===== config.mk =====
export PLATFORM = sky130hd
export DESIGN_NAME = imm_enc
export DESIGN_NICKNAME = d
export VERILOG_FILES = /design/src/rtl/imm_enc.sv
export SDC_FILE = /design/constraint.sdc
export NUM_CORES = 1
export LEC_CHECK = 0
export BUFFER_PORTS_ARGS = -buffer_cell sky130_fd_sc_hd__buf_2
export CAP_MARGIN = 20
export CORE_ASPECT_RATIO = 0.7
export CORE_UTILIZATION = 52
export CTS_CLUSTER_DIAMETER = 80
export DETAILED_ROUTE_END_ITERATION = 6
export PLACE_DENSITY = 0.84
export SLEW_MARGIN = 0
export SYNTH_ARGS = -nofsm -noshare
export SYNTH_HDL_FRONTEND = slang
export SYNTH_SLANG_ARGS = --single-unit

===== constraint.sdc =====
create_clock -name clk -period 2.1 [get_ports clk]
set_input_delay 0.105 -clock clk [delete_from_list [all_inputs] [get_ports clk]]
set_output_delay 0.105 -clock clk [all_outputs]
set_load 0.03 [all_outputs]

===== src/rtl/imm_enc.sv =====
// imm_enc: instruction encoder, the inverse of the core's immediate generator.
// Decoded fields and a full 32-bit immediate are accepted over a valid/ready
// handshake, scattered into RV32I bit positions selected by immSel, and the
// packed word leaves through a 2-entry output FIFO.
//
// Handshake: a transfer happens on a rising edge where valid && ready are both
// high. The producer holds valid and its payload until the transfer. ready never
// depends on valid in the same cycle. in_ready and out_valid come from FIFO
// state only, so there is no combinational path from input to output.
//
// Optional feature: define IMM_RANGE_CHECK_EN to flag immediates that do not
// fit the selected format. Without it, err/err_sticky are tied low and
// immediates are silently truncated.
module imm_enc (
  input  logic        clk,
  input  logic        rst_n,
  input  logic        in_valid,
  output logic        in_ready,
  input  logic [2:0]  immSel,
  input  logic [31:0] imm,
  input  logic [6:0]  opcode,
  input  logic [4:0]  rd,
  input  logic [4:0]  rs1,
  input  logic [4:0]  rs2,
  input  logic [2:0]  funct3,
  input  logic [6:0]  funct7,
  output logic        out_valid,
  input  logic        out_ready,
  output logic [31:0] inst,
  output logic        err,
  output logic        err_sticky,
  output logic [15:0] enc_cnt
);

  // Shared immediate-format codes; every other code encodes an R-type word.
  localparam logic [2:0] ImmSel_I = 3'd1;
  localparam logic [2:0] ImmSel_S = 3'd2;
  localparam logic [2:0] ImmSel_B = 3'd3;
  localparam logic [2:0] ImmSel_U = 3'd4;
  localparam logic [2:0] ImmSel_J = 3'd5;

  logic [31:0] packed_word;
  logic        push;
  logic        pop;

  // FIFO storage and pointers
  logic [31:0] mem [2];
  logic        head;
  logic        tail;
  logic [1:0]  count;

  // Scatter the immediate into the bit positions of the selected format.
  always_comb begin
    packed_word = {funct7, rs2, rs1, funct3, rd, opcode};
    case (immSel)
      ImmSel_I: packed_word = {imm[11:0], rs1, funct3, rd, opcode};
      ImmSel_S: packed_word = {imm[11:5], rs2, rs1, funct3, imm[4:0], opcode};
      ImmSel_B: packed_word = {imm[12], imm[10:5], rs2, rs1, funct3,
                               imm[4:1], imm[11], opcode};
      ImmSel_U: packed_word = {imm[31:12], rd, opcode};
      ImmSel_J: packed_word = {imm[20], imm[10:1], imm[11], imm[19:12],
                               rd, opcode};
      default:  packed_word = {funct7, rs2, rs1, funct3, rd, opcode};
    endcase
  end

  // Occupancy-only flow control keeps in_ready independent of out_ready.
  assign in_ready  = (count < 2'd2);
  assign out_valid = (count != 2'd0);
  assign push      = in_valid && in_ready;
  assign pop       = out_valid && out_ready;

  // Head word is forced to zero while the FIFO is empty so stale data never shows.
  assign inst = out_valid ? mem[head] : 32'd0;

  // FIFO storage, pointers, occupancy and the popped-word counter.
  always_ff @(posedge clk or negedge rst_n) begin
    if (!rst_n) begin
      mem[0]  <= 32'd0;
      mem[1]  <= 32'd0;
      head    <= 1'b0;
      tail    <= 1'b0;
      count   <= 2'd0;
      enc_cnt <= 16'd0;
    end else begin
      if (push) begin
        mem[tail] <= packed_word;
        tail      <= ~tail;
      end
      if (pop) begin
        head    <= ~head;
        enc_cnt <= enc_cnt + 16'd1;
      end
      case ({push, pop})
        2'b10:   count <= count + 2'd1;
        2'b01:   count <= count - 2'd1;
        default: count <= count;
      endcase
    end
  end

`ifdef IMM_RANGE_CHECK_EN
  logic       range_err;
  logic [1:0] err_mem;

  // An immediate is out of range when bits above the field are not a pure
  // sign extension, or when a branch/jump offset is odd, or a U value has low bits.
  always_comb begin
    range_err = 1'b0;
    case (immSel)
      ImmSel_I, ImmSel_S:
        range_err = !((&imm[31:11]) || !(|imm[31:11]));
      ImmSel_B:
        range_err = !((&imm[31:12]) || !(|imm[31:12])) || imm[0];
      ImmSel_J:
        range_err = !((&imm[31:20]) || !(|imm[31:20])) || imm[0];
      ImmSel_U:
        range_err = |imm[11:0];
      default:
        range_err = 1'b0;
    endcase
  end

  // Per-entry error flag travels with its word; the sticky flag only clears on reset.
  always_ff @(posedge clk or negedge rst_n) begin
    if (!rst_n) begin
      err_mem    <= 2'b00;
      err_sticky <= 1'b0;
    end else if (push) begin
      err_mem[tail] <= range_err;
      if (range_err) begin
        err_sticky <= 1'b1;
      end
    end
  end

  assign err = out_valid && err_mem[head];
`else
  assign err        = 1'b0;
  assign err_sticky = 1'b0;
`endif

endmodule


Word-level counts from Yosys, hierarchy flattened
Cells that the tools add are included.

Reductions and logical operators: 5. Multiplexer cells: 9. Equality and inequality tests: 7. Add/sub/neg operators: 3. Bitwise gates (word level): 4. Magnitude comparators: 4.

Operators with widths (number): 2-to-1 mux 32 bit (5); one-hot mux 32 bit (5 select lines) (1); bitwise mux 64 bit (1); demux 32 bit (select 1 bit) (1); adder 16 x 1 -> 16 bit (second input constant) (1); == test 3 x 2 -> 1 bit (second input constant) (2); == test 3 bit (second input constant) (2); greater-or-equal comparator 2 bit (second input constant) (2); NOT 1 -> 2 bit (2); one-hot mux 2 bit (2 select lines) (1); nonzero test 2 bit (2); == test 3 x 1 -> 1 bit (second input constant) (1); logical AND 1 bit (3); adder 2 x 1 -> 2 bit (second input constant) (1); == test 2 x 1 -> 1 bit (second input constant) (1); == test 2 bit (second input constant) (1); less-than comparator 2 x 1 -> 1 bit (second input constant) (1); less-than comparator 2 bit (second input constant) (1); NOT 1 bit (2); subtractor 2 x 1 -> 2 bit (second input constant) (1).

Word-level logic and storage cells: 38. Output and inout port bits: 52. Register bits: 84.

Longest topological paths before layout
Gate-level depths: netlist of run 1.

Word-level depth: 6. Gate-level depth with buffers: 7. Mapped depth without buffers: 6.

Worst setup path before layout of run 1
OpenSTA, ideal clock, no wires.

Kind: reg-to-reg. Start: register count[0]. End: register count[1]. Slack: 0.607 ns. Cell stages (with the launch flop): 7. Arrival time: 1.361 ns. Clock period less this slack: 1.493 ns. Path through: dfrtp_1 -> nor2_4 -> nor2b_1 -> buf_2 -> ha_1 -> nor2_1 -> xnor2_1.

Longest elaborated chain between the ends: 4. Elaborated cells between the ends (all ways): 10. Classes of those cells: add/sub: 2; order compare: 1; eq/ne: 2; mux: 1; reduce/logical: 4.

RTL lines: from (decl) (line 50) `logic [1:0] count;`; from (signal assigned) (line 95) `2'b10: count <= count + 2'd1;`; from (signal assigned) (line 96) `2'b01: count <= count - 2'd1;`; from (signal assigned) (line 97) `default: count <= count;`; nonzero test 2 bit * (line 69) `assign out_valid = (count != 2'd0);`; logical AND 1 bit * (line 71) `assign pop = out_valid && out_ready;`; net pop (line 44) `logic pop;`; == test 2 x 1 -> 1 bit or == test 2 bit (tied branches) (line 94) `case ({push, pop})`; one-hot mux 2 bit (2 select lines) or nonzero test 2 bit (tied branches).

Mark *: on every way through the listed nets, which the timed path passes. The rest lies on a longest branch. A chain may end at the register's enable or synchronous reset.

Final worst setup path of run 1
Start: register count[0]. End: output port inst[27].

Longest elaborated chain between the ends: 2.

RTL lines: nonzero test 2 bit (line 69); 2-to-1 mux 32 bit (line 74) `assign inst = out_valid ? mem[head] : 32'd0;`; to (decl) (line 29) `output logic [31:0] inst,`.

No other way between the ends.

==> metrics.md, run 1 <==
| Metric | Value |
|---|---|
| Seq cells post-synth | 84 |
| Via/cell ratio | 5.36 |
| HPWL Detailed | 7390 µm |
| Total gr overflow | 0 |
| Clock Tree Buf Depth | 2 |
| DRT Pass-1 Iters | 7 |
| Largest fanout on the critical path | 26 |
| R2R setup slack | 0.35 ns |
| Die Area | 8790 µm² |
| CTS tree | done |
| CP endpoint | inst[27] |
| Area Growth Syn to Fin | 23.9% |
| Synth area leader | dfrtp_1 |
| Clock Latency Late Sink | 0.34 ns |
| Seq. cell area | 2100 µm² |
| Yosys Warn Count | 0 |
| Worst setup margin | 0.220 ns |
| Worst Setup SP | count[0] |
| Final instance area | 5420 µm² |
| Max_cap viols | 0 |
| Hold slack | 0.0820 ns |
| Top_reg_cell synth | dfrtp_1 |
| Synth async-reset ratio | 100% |
| Top-count cell post-synth | nand2_1 |
| Synth area leaders | dfrtp_1 48%, mux2i_1 14%, nand2_1 8.0%, o21ai_0 4.1%, nor2_1 4.1% |
| Fillers | 606 |
| Fin. max-slew vios | 0 |
| Number of synthesized flops with an enable pin | 0 |
| Pleak | 0.00283 µW |
| Antenna cell count | 0 |
| Hold Crit Class | input port to register |
| CTS Buf Count | 9 |
| Element type at the critical path end | primary output |
| Fin. Hold Viols | 0 |
| Layout Nets | 642 |
| Worst Path Arrival | 1.78 ns |
| Post-Syn Area | 4370 µm² |
| Worst-path clk slew | 0.06 ns |
| Status | complete, but fails checks |
| Multi-input gate area | 2080 µm² |
| Pwr dens | 1550 nW/µm² |
| Critical path launch point type | register |
| Placement Setup Slack | 0.447 ns |
| Synth top area share | 48.1% |
| I/O Buffers | 120 |
| GP Congestion | 0.882 |
| Vias in the first global route | 3512 |
| Post-CTS setup buffer count | 0 |
| Final setup viols | 0 |
| Sequential fraction of the synthesis area | 48.1% |
| Number of library cell types mapped by synthesis | 38 |
| Largest net degree at the start of global routing | 53 |
| Antenna-violating nets left | 0 |
| Initial Utilization | 54.6% |
| R2R Path Start | count[1] |
| Global-route wire length before repair | 17000 µm |
| Fin crit share | 89.5% |
| CP Class | register to primary output |
| Top Ports | 123 |
| Wire length per cell | 15.4 µm |
| RSZ-0062 raised after global routing | false |
| Synth top cells by count | 93 x nand2_1, 84 x dfrtp_1, 60 x mux2i_1, 48 x nor2_1, 36 x o21ai_0 |
| Site row count | 27 |
| Tot GR Track Use | 24.9% |
| Clock root buffer | clkbuf_16 |
| Worst-margin pin slew | 0.655 ns |
| Reg2Reg Depth | 5 |
| VDD IR max | 0.706 mV |
| Achievable Freq | 0.532 GHz |
| Total power | 8400 µW |
| Syn avg cell area | 9.76 µm² |
| Core box area | 8010 µm² |
| DRC | 11 |
| Setup Skew | 0.00666 ns |
| Post-route setup TNS | 0 ns |
| Die Ht | 78.7 µm |
| Post-Route WL | 10400 µm |
| H-tree level count | 3 |
| First-iteration detailed-routing DRC count | 247 |
| Area after DPL | 5010 µm² |
| Die X | 112 µm |
| DR vias | 3618 |
| Share of cells above drive strength 1 | 29.6% |
| Failing checks | DRC |
| Worst EP required | 2.00 ns |
| Reg-to-Reg End | mem[25] |
| Initial antenna violation count | 0 |
| Post-Synthesis Cells | 448 |
| Slew margin rel. | 56.3% |
| Sink Count | 84 |
| Tmin final | 1.88 ns |
[flip-flops by register name (all words and copies together) (netlist names)]
| name | count |
|---|---|
| mem | 64 |
| enc_cnt | 16 |
| tail | 1 |
| count | 2 |
| head | 1 |
[cells in the final DEF, fill, tap and decap left out, types with 3 or more instances in the layout]
cell type	count
buf_2	119
nand2_1	93
dfrtp_1	83
mux2i_1	60
nor2_1	48
o21ai_0	36
mux2_2	15
xnor2_1	15
a21oi_1	13
buf_4	11
clkbuf_16	9
dlygate4sd3_1	8
nand3_1	7
a22oi_1	5
inv_1	4
nor2b_1	3
and2_1	3
xor2_1	3
o21ai_1	3
inv_6	3
[worst min path at each step]
stage / from / end / slack [ns] / depth (start not counted)
global route: imm[16] / mem[16] / 0.1 / 3
CTS: rd[3] / mem[10] / 0.08 / 3
global placement: rst_n / mem[17] / 0.17 / 1
finish: rd[3] / mem[42] / 0.08 / 3
detailed placement: rst_n / mem[49] / 0.18 / 1
floorplan: rst_n / count[0] / -0.19 / 0
[layout make-up]
| type | instances | share of cell area [%] |
|---|---|---|
| inverter | 4 | 0.277 |
| timing repair buffer | 138 | 14.0 |
| multi-input combinational | 332 | 38.4 |
| clock buffer | 10 | 4.41 |
| sequential | 84 | 38.8 |
| tap | 101 | 2.33 |
| clock inverter | 6 | 1.73 |
[critical path, cell delays in order, from the launching register on]
cell and delay, ns:
dfrtp_1 0.44, nor2_4 0.32, buf_4 0.37, nor2_1 0.11, buf_2 0.19
[layer usage]
metal,GRT usage [%],share of wire (%),vias up
met5,0,0,-
met3,5.80,7.2,8
met1,33.6,45,1717
met4,5.95,1.1,0
met2,41.0,47,156
li1,-,-,1737
[cells by family after synthesis]
| kind of cell | Yosys count | share of synthesized area, % |
|---|---|---|
| mux | 75 | 17.6 |
| buf+inv | 33 | 4.38 |
| xor+xnor | 19 | 3.98 |
| other cells | 1 | 0.0858 |
| fa+ha+maj | 2 | 0.572 |
| flops | 84 | 48.1 |
| compound gates | 62 | 7.73 |
| simple gates | 172 | 17.6 |
[stage by stage]
stage	cells	utilization [%]
finish	675	67.7
global route	675	67.7
CTS	675	67.7
detailed placement	651	62.5
global placement	651	62.5
floorplan	449	-
[power breakdown]
| group | total (µW) | switching (µW) | internal (µW) |
|---|---|---|---|
| clock | 1740 | 656 | 1090 |
| combinational | 3920 | 2590 | 1330 |
| sequential | 2740 | 429 | 2310 |
[repair_timing]
action	4_1_cts	5_1_grt
setup endpoints to repair	0	0
hold endpoints to repair	63	0
hold buffers	8	0
resized for setup	0	0
No activity file was read; power rests on OpenSTA's default activity.
==> run 2, diff against run 1 <==
RECOVER_POWER = 25   (was unset)
==> metrics.md, run 2 (synthesized netlist as in run 1, its figures left out) <==
| Metric | Value |
|---|---|
| Status | complete, but fails checks |
| Failing checks | DRC |
| DR vias | 3596 |
| Worst-path clk slew | 0.06 ns |
| Most common cell after layout, fill and taps aside | buf_2 |
| Die Area | 8790 µm² |
| Worst-margin pin slew | 1.28 ns |
| Largest register by flop count | mem |
| Hold Crit Start | rd[3] |
| Global-route wire length before repair | 17000 µm |
| Worst EP required | 2.00 ns |
| Worst Setup SP | count[0] |
| First-iteration detailed-routing DRC count | 246 |
| Fin. Hold Viols | 0 |
| Sink Count | 84 |
| I/O Buffers | 120 |
| Post-CTS setup buffer count | 0 |
| Total power | 8400 µW |
| HPWL Detailed | 7390 µm |
| Largest net degree at the start of global routing | 53 |
| Initial antenna violation count | 0 |
| Via/cell ratio | 5.33 |
| Slew margin rel. | 15.0% |
| Share of cells above drive strength 1 | 28.9% |
| Multi-input gate area | 2080 µm² |
| PostCTS Resize Cnt | 0 |
| Top Ports | 123 |
| Clock Tree Buf Depth | 2 |
| Antenna cell count | 0 |
| Area Growth Syn to Fin | 23.7% |
| Largest register FFs | 64 |
| Hold Crit Class | input port to register |
| Clock root buffer | clkbuf_16 |
| RSZ-0062 raised after global routing | false |
| CP Class | register to primary output |
| Fillers | 610 |
| Largest registers | mem x64, enc_cnt x16, count x2 |
| R2R setup slack | 0.35 ns |
| Clock Latency Late Sink | 0.34 ns |
| Pwr dens | 1550 nW/µm² |
| Final setup viols | 0 |
| Seq. cell area | 2100 µm² |
| Element type at the critical path end | primary output |
| Tmin final | 1.89 ns |
| Largest fanout on the critical path | 26 |
| Post-route setup TNS | 0 ns |
| Area after DPL | 5010 µm² |
| Critical path launch point type | register |
| Tot GR Track Use | 24.9% |
| Layout Nets | 642 |
| CTS Buf Count | 9 |
| VDD IR max | 0.705 mV |
| Die Ht | 78.7 µm |
| Wire length per cell | 15.4 µm |
| Setup Skew | 0.00672 ns |
| CP endpoint | inst[27] |
| DRT Pass-1 Iters | 7 |
| Die X | 112 µm |
| Pleak | 0.00281 µW |
| H-tree level count | 3 |
| Max_cap viols | 0 |
| Reg2Reg Depth | 5 |
| Most frequent cells in the layout | 115 x buf_2, 93 x nand2_1, 83 x dfrtp_1, 60 x mux2i_1, 48 x nor2_1 |
| Vias in the first global route | 3512 |
| Core box area | 8010 µm² |
| Worst Path Arrival | 1.78 ns |
| GP Congestion | 0.882 |
| Hold Crit Depth | 3 |
| Achievable Freq | 0.530 GHz |
| Hold slack | 0.0832 ns |
| Fin. max-slew vios | 0 |
| Site row count | 27 |
| Core Util, Final | 67.6% |
| DRC | 10 |
| Total gr overflow | 0 |
| Post-Route WL | 10400 µm |
| CTS tree | done |
| Antenna-violating nets left | 0 |
| Fin crit share | 89.9% |
| R2R Path Start | count[1] |
| Initial Utilization | 54.6% |
| Reg-to-Reg End | mem[25] |
| Final instance area | 5410 µm² |
## run 2: changes by cell type in the layout (fill, tap and decap cells not counted)
cell / delta
buf_2: -4
buf_4: -1
clkbuf_1: +4
clkbuf_2: +1
## run 2: where the power goes
group | total (µW) | internal (µW) | switching (µW)
clock | 1740 | 1090 | 654
sequential | 2740 | 2310 | 430
combinational | 3920 | 1330 | 2590
## run 2: worst max-delay path, stage by stage, from the launching register on
cell     delay (ns)
dfrtp_1        0.44
nor2_4         0.33
buf_4          0.37
nor2_1         0.11
buf_2          0.19
## run 2: layout make-up
type / instances / share of cell area [%]
sequential: 84 / 38.9
multi-input combinational: 332 / 38.5
timing repair buffer: 138 / 13.9
clock buffer: 10 / 4.42
tap: 101 / 2.34
clock inverter: 6 / 1.73
inverter: 4 / 0.277
## run 2: per-layer routing
layer / global-route usage [%] / up-vias / wire length [µm]
met2: 41.0 / 146 / 4890
met5: 0 / - / 0
met3: 5.80 / 8 / 757
met1: 33.6 / 1707 / 4620
li1: - / 1735 / -
met4: 5.95 / 0 / 112
## run 2: worst min path at each step
stage               end
6_report        mem[42]
5_1_grt         mem[16]
4_1_cts         mem[10]
3_5_place_dp    mem[49]
3_3_place_gp    mem[17]
2_1_floorplan  count[0]
## run 2: what timing repair did
item / 4_1_cts / 5_1_grt
hold endpoints to repair: 63 / 0
endpoints found under the setup margin: 0 / 0
hold buffers: 8 / 0
## run 2: through the flow
stage                     instances  setup WS, ns
final                           675         0.213
after global routing            675         0.130
after CTS                       675         0.218
after detailed placement        651         0.447
after global placement          651         0.482
after floorplan                 449         0.607
